--- src/rtl/rs_parity_accum.sv ---
// Parity accumulator for the matrix-parallel RS(544,522) encoder: XOR-accumulates
// one R-lane product vector per message symbol, then drains the R parity symbols serially.
module rs_parity_accum #(
  parameter int W = 10,
  parameter int R = 22,
  parameter int K = 522
) (
  input  logic           clk_i,
  input  logic           rst_i,
  input  logic           in_valid_i,
  output logic           in_ready_o,
  input  logic [W*R-1:0] v_i,
  input  logic           in_last_i,
  output logic           p_valid_o,
  input  logic           p_ready_i,
  output logic [W-1:0]   p_o,
  output logic           p_last_o,
  output logic           frame_err_o,
  output logic           busy_o
);

  localparam int CW = $clog2(K);
  localparam int IW = $clog2(R);

  typedef enum logic {ST_ACC, ST_DRAIN} state_t;

  state_t        r_state;
  logic [CW-1:0] r_cnt;
  logic [IW-1:0] r_idx;
  logic          r_err;
  logic [W-1:0]  r_par [R];

  logic w_acc;
  logic w_drain;
  logic w_cnt_last;
  logic w_idx_last;

  assign w_acc      = in_valid_i & (r_state == ST_ACC);
  assign w_drain    = p_ready_i & (r_state == ST_DRAIN);
  assign w_cnt_last = (r_cnt == CW'(K - 1));
  assign w_idx_last = (r_idx == IW'(R - 1));

  always_ff @(posedge clk_i) begin
    if (rst_i) begin
      r_state <= ST_ACC;
      r_cnt   <= '0;
      r_idx   <= '0;
      r_err   <= 1'b0;
      for (int j = 0; j < R; j++) r_par[j] <= '0;
    end else begin
      r_err <= w_acc & (in_last_i != w_cnt_last);
      if (w_acc) begin
        // First symbol of a frame loads the registers, so no separate clear cycle is needed.
        for (int j = 0; j < R; j++)
          r_par[j] <= (r_cnt == '0) ? v_i[j*W +: W] : (r_par[j] ^ v_i[j*W +: W]);
        if (w_cnt_last) begin
          r_cnt   <= '0;
          r_idx   <= '0;
          r_state <= ST_DRAIN;
        end else begin
          r_cnt <= r_cnt + 1'b1;
        end
      end
      if (w_drain) begin
        if (w_idx_last) begin
          r_idx   <= '0;
          r_state <= ST_ACC;
        end else begin
          r_idx <= r_idx + 1'b1;
        end
      end
    end
  end

  assign in_ready_o  = (r_state == ST_ACC);
  assign p_valid_o   = (r_state == ST_DRAIN);
  assign p_o         = r_par[r_idx];
  assign p_last_o    = p_valid_o & w_idx_last;
  assign frame_err_o = r_err;
  assign busy_o      = p_valid_o | (r_cnt != '0);

endmodule

--- config.mk ---
export PLATFORM = sky130hd
export DESIGN_NAME = rs_parity_accum
export DESIGN_NICKNAME = d
export VERILOG_FILES = /design/src/rtl/rs_parity_accum.sv
export SDC_FILE = /design/constraint.sdc
export NUM_CORES = 1
export LEC_CHECK = 0
export ABC_AREA = 1
export ABC_CLOCK_PERIOD_IN_PS = 8000
export CORE_MARGIN = 1.5
export CORE_UTILIZATION = 54
export DETAILED_ROUTE_END_ITERATION = 8
export PLACE_DENSITY = 0.82
export SLEW_MARGIN = 20
export SYNTH_ARGS = -nofsm -noshare
export SYNTH_HDL_FRONTEND = slang
export SYNTH_SLANG_ARGS = --single-unit
--- constraint.sdc ---
create_clock -name clk_i -period 8 [get_ports clk_i]
set_input_delay 1.2 -clock clk_i [delete_from_list [all_inputs] [get_ports clk_i]]
set_output_delay 1.2 -clock clk_i [all_outputs]
set_load 0.05 [all_outputs]
After elaboration in Yosys (flattened, before gate mapping)
Memory sizes are Yosys's and may differ from the RTL's. A register that Yosys moved wholly into a read port is not among the register bits.
Index checks and enable logic that the tools add are counted.
{ "totals": {"reg_bits": 17, "mem_bits_rw": 220, "input_bits": 225, "out_inout_bits": 15, "n_memories": 1} }
{ "mem_list": {"columns": ["memory", "words", "word_bits", "rd", "rd_ports_with_merged_regs", "write_ports", "line", "source"], "rows": [
  ["r_par", 22, 10, 23, 1, 22, "31", "logic [W-1:0] r_par [R];"]
]} }
{ "op_classes": {"addsub": 2, "eq_ne": 3, "mux": 60, "bitwise": 50, "reduce_logical": 5} }
{ "ops": {"columns": ["op", "n"], "rows": [
  ["$mux 10", 45],
  ["$xor 10x10->10", 22],
  ["$mux 5", 6],
  ["$or 1x1->1", 23],
  ["$add 10x1->10 const B", 1],
  ["$eq 10x10->1 const B", 1],
  ["$logic_not 10->1", 1],
  ["$reduce_bool 10->1", 1],
  ["$mux 1", 9],
  ["$add 5x1->5 const B", 1],
  ["$eq 5x5->1 const B", 1],
  ["$and 1x1->1", 4],
  ["$reduce_bool 2->1", 2],
  ["$reduce_and 2->1", 1],
  ["$ne 1x1->1", 1],
  ["$not 1->1", 1]
]} }

Longest topological paths before layout
{ "logic_depth": {"word_depth": 6, "mapped_depth": 11, "mapped_depth_nobuf": 9} }

Least setup slack after synthesis
OpenSTA, ideal clock, no wires.
{ "synth_timing": {"kind": "in2reg", "start": "input port rst_i", "end": "memory r_par[0][0], enable pin", "setup_ns": 1.741, "arrival_time_ns": 5.080, "path_slack_ns": 1.178, "cell_stages": 3, "cell_sequence": "clkbuf_1 > inv_2 > nand2_1"} }
{ "synth_rtl": {"columns": ["element", "line", "source"], "rows": [
  ["start: declaration", "9", "input logic rst_i,"],
  ["end: declaration", "31", null]
]} }

==> out/metrics.cfg <==
[status]
status=complete, no violations

[floorplanning]
dieWidth_microns=164.7
chipHeight_microns=164.7
core_region_area_sq_um=25400
i_o_pin_count=240
initial_utilization=0.5556
rows=58
fp.dieArea_sq_um=27110

[timing]
tns_ns=0
rsz_0062_raised_after_global_routing=no
period_needed_ns=5.024
finalMaxSlewViolations=0
relSlewSlack=0.2058
clock_tree_skew_after_final_layout_ns=0.008352
setup-violations-final=0
fin_ws_ns=2.976
clock.fmax_ghz=0.1990
worstMarginPinSlew_ns=1.191
finalHoldViolations=0
finalCritPeriodShare=0.6281

[clock_tree]
clk_root_buffer_cell=clkbuf_16
cts_max_level=1
clkTransAtPathRegs_ns=0.06
cts_inserted_buffers=27
cts.sink_count=242
cts-hold-fix-buffers=0
cts_tree=done
clkLatencyLatePin_ns=0.53
cts-resized-gates=0
postCtsSetupRepairBufs=0
cts_max_path_buffers=3

[worst_setup_path]
worst-setup-path-type=flip-flop to output port
cp_delay_by_family_top=buffers and inverters
crit_path_start_kind=flip-flop
crit_required_ns=6.80
cp_cell_sequence=inv_4, buf_4, nand2_1, nand3_1, nand3_1, nand2_1, nand2_1, nand2_1, nand2_1, nand2_1, clkdlybuf4s50_1
crit_path_max_fanout=71
critPathCaptureType=output port
cp_common_cell=nand2_1
critical_path_buf_inv_count=3
critPathArrivalTime_ns=3.82
worst_stage_delay_on_the_critical_path_ns=0.80
slowest_stage=clkdlybuf4s50_1

[routing]
route.final.wire_length_microns=41600
detail_route.wl_per_cell_microns=17.87
drc=0
vias_per_cell=5.896
drt_first_pass_iters=6
drtAntennaViolNets=0
drtIter0Drc=1851
num_vias=13730

[global_route]
gr-usage-all-layers=0.3003
initial_antenna_violation_count=0
grt_pass1_wl_microns=63900
grt_start_max_net_pins=263
grt_overflow_total=0
grt_pass1_vias=12480

[synth]
synth_cell_types=27
syn-cell-area_sq_um=14110
post_synth_inst_count=1818
syn-mean-instance-area_sq_um=7.763
synth_seq_area_share=0.4993
ys_warn_count=0
synth.ff_latch_count=242
syn_nets=2048

[placed_design]
placement.setup.worst_slack_ns=3.546
dpl_cell_area_sq_um=16380
finalWeightedCongestion=0.8548
numPortBuffers=239
hpwl_dp_microns=27580

[power_and_ir_drop]
power.share.switching=0.2711
power-per-cell-area_nw_per_um2=192.2
peakVddDrop_uv=149.8
power_frac_seq=0.478
p_comb_frac=0.158
intPower_w=0.002416
fin_total_pwr_w=0.003315
switching_power_w=0.0008985
leakage_nw=6.648
clock_power_share=0.364

[final_layout]
post-route-util=0.6789
drive_above_1_share=0.03003
fillCellCount=2080
areaGrowthSynthToFinish_pct=22.18
design.final.nets=2210
insertedDiodeCount=0
final_design_area_no_fill_sq_um=17240

[worst_hold_path]
hold_path.class=flip-flop to flip-flop

[run]
maxCapViolCount=0

## cell usage after synthesis (all sizes together)
master | number | share of area
nand4 | 2 | 0.00089
o21a | 1 | 0.00053
nand2 | 529 | 0.14
buf | 87 | 0.039
nand3 | 385 | 0.14
nor2 | 240 | 0.064
a211oi | 1 | 0.00053
or2 | 1 | 0.00044
dfxtp | 22 | 0.031
inv | 25 | 0.0066
a21oi | 230 | 0.082
nor3 | 7 | 0.0041
ha | 5 | 0.0044
nor3b | 1 | 0.00053
clkinv | 2 | 0.00053
edfxtp | 220 | 0.47
xor2 | 1 | 0.00062
o211ai | 2 | 0.0011
o21ai | 28 | 0.0099
clkbuf | 29 | 0.0077
## state kept, by name, summed over array words and instances, names as in the netlist, named ones only
signal	flops
r_par	220
r_cnt	10
r_idx	5
frame_err_o	1
p_valid_o	1
## area by class of cell
cell class / count / area (sq um) / share of cell area
Tap cell: 330 / 412.9 / 0.02395
Inverter: 27 / 103.9 / 0.006023
Timing Repair Buffer: 249 / 2512 / 0.1457
Clock buffer: 40 / 754.5 / 0.04376
Multi-Input combinational cell: 1433 / 6326 / 0.3669
Clock inverter: 7 / 81.33 / 0.004717
Sequential cell: 242 / 7052 / 0.4090
## layer usage
metal	part of all wire	vias to the layer above	GRT usage
li1	-	6576	-
met1	0.39	6359	0.3981
met2	0.48	686	0.4908
met3	0.092	105	0.04746
met4	0.042	0	0.1261
met5	0	-	0
## metrics by stage
stage	hold slack (ns)	cells
finish	0.5042	2328
global route	0.5415	2328
CTS	0.5114	2327
detailed placement	0.5026	2280
global placement	0.4769	2280
floorplan	0.4644	1818
## power by group through the flow
stage	registers (W)	clock network (W)	logic, W
3_3_place_gp	0.00160	0	0.000499
4_1_cts	0.00158	0.00121	0.000519
6_report	0.00158	0.00121	0.000525
3_5_place_dp	0.00161	0	0.000516
2_1_floorplan	0.00159	0	0.000340
5_1_grt	0.00159	0.00125	0.000576
## logic make-up (layout without fill, tap and decap cells)
logic type	count (synthesis)	after routing	share of synthesized area
DFF	242	242	0.4993
and+or+nand+nor	1165	1165	0.3479
AOI/OAI and AO/OA	262	262	0.09362
buffers and inverters	143	323	0.05408
adders and majority gates	5	5	0.004433
xor gates and xnor gates	1	1	0.0006207
## worst register-to-register path, cell delays in order, from the launching register on
cell and delay (ns):
dfxtp_1 0.33, inv_1 0.12, ha_1 0.18, nand3_2 0.09, nor3_4 0.26, nand2_8 0.51, buf_12 0.73, a21oi_1 0.75
nor2_1 0.08
## placed cells by master (no fill, tap or decap), types with 2 or more instances in the layout
cell type and n:
buf_12 2, inv_1 18, clkdlybuf4s50_1 239, nand3_1 384, clkbuf_1 10, o21ai_0 28
ha_1 5, bufinv_16 2, nor3_4 2, nor3_1 5, buf_4 7, nand2_1 527
inv_2 6, clkbuf_8 3, clkinv_1 5, dfxtp_1 20, edfxtp_1 220, clkbuf_16 27
a21oi_1 230, nor2_1 239, clkinv_2 2, o211ai_1 2, nand4_1 2
## final timing paths
check | cells past startpoint | slack [ns] | start | endpoint
hold reg to reg | 2 | 0.50 | r_cnt[7] | r_cnt[7]
setup / recovery | 11 | 2.98 | flip-flop | p_o[5]
setup reg to reg | 8 | 4.71 | r_cnt[0] | r_par[3][3]
hold / removal | 2 | 0.50 | r_cnt[7] | r_cnt[7]
(Power assumes the default switching activity.)
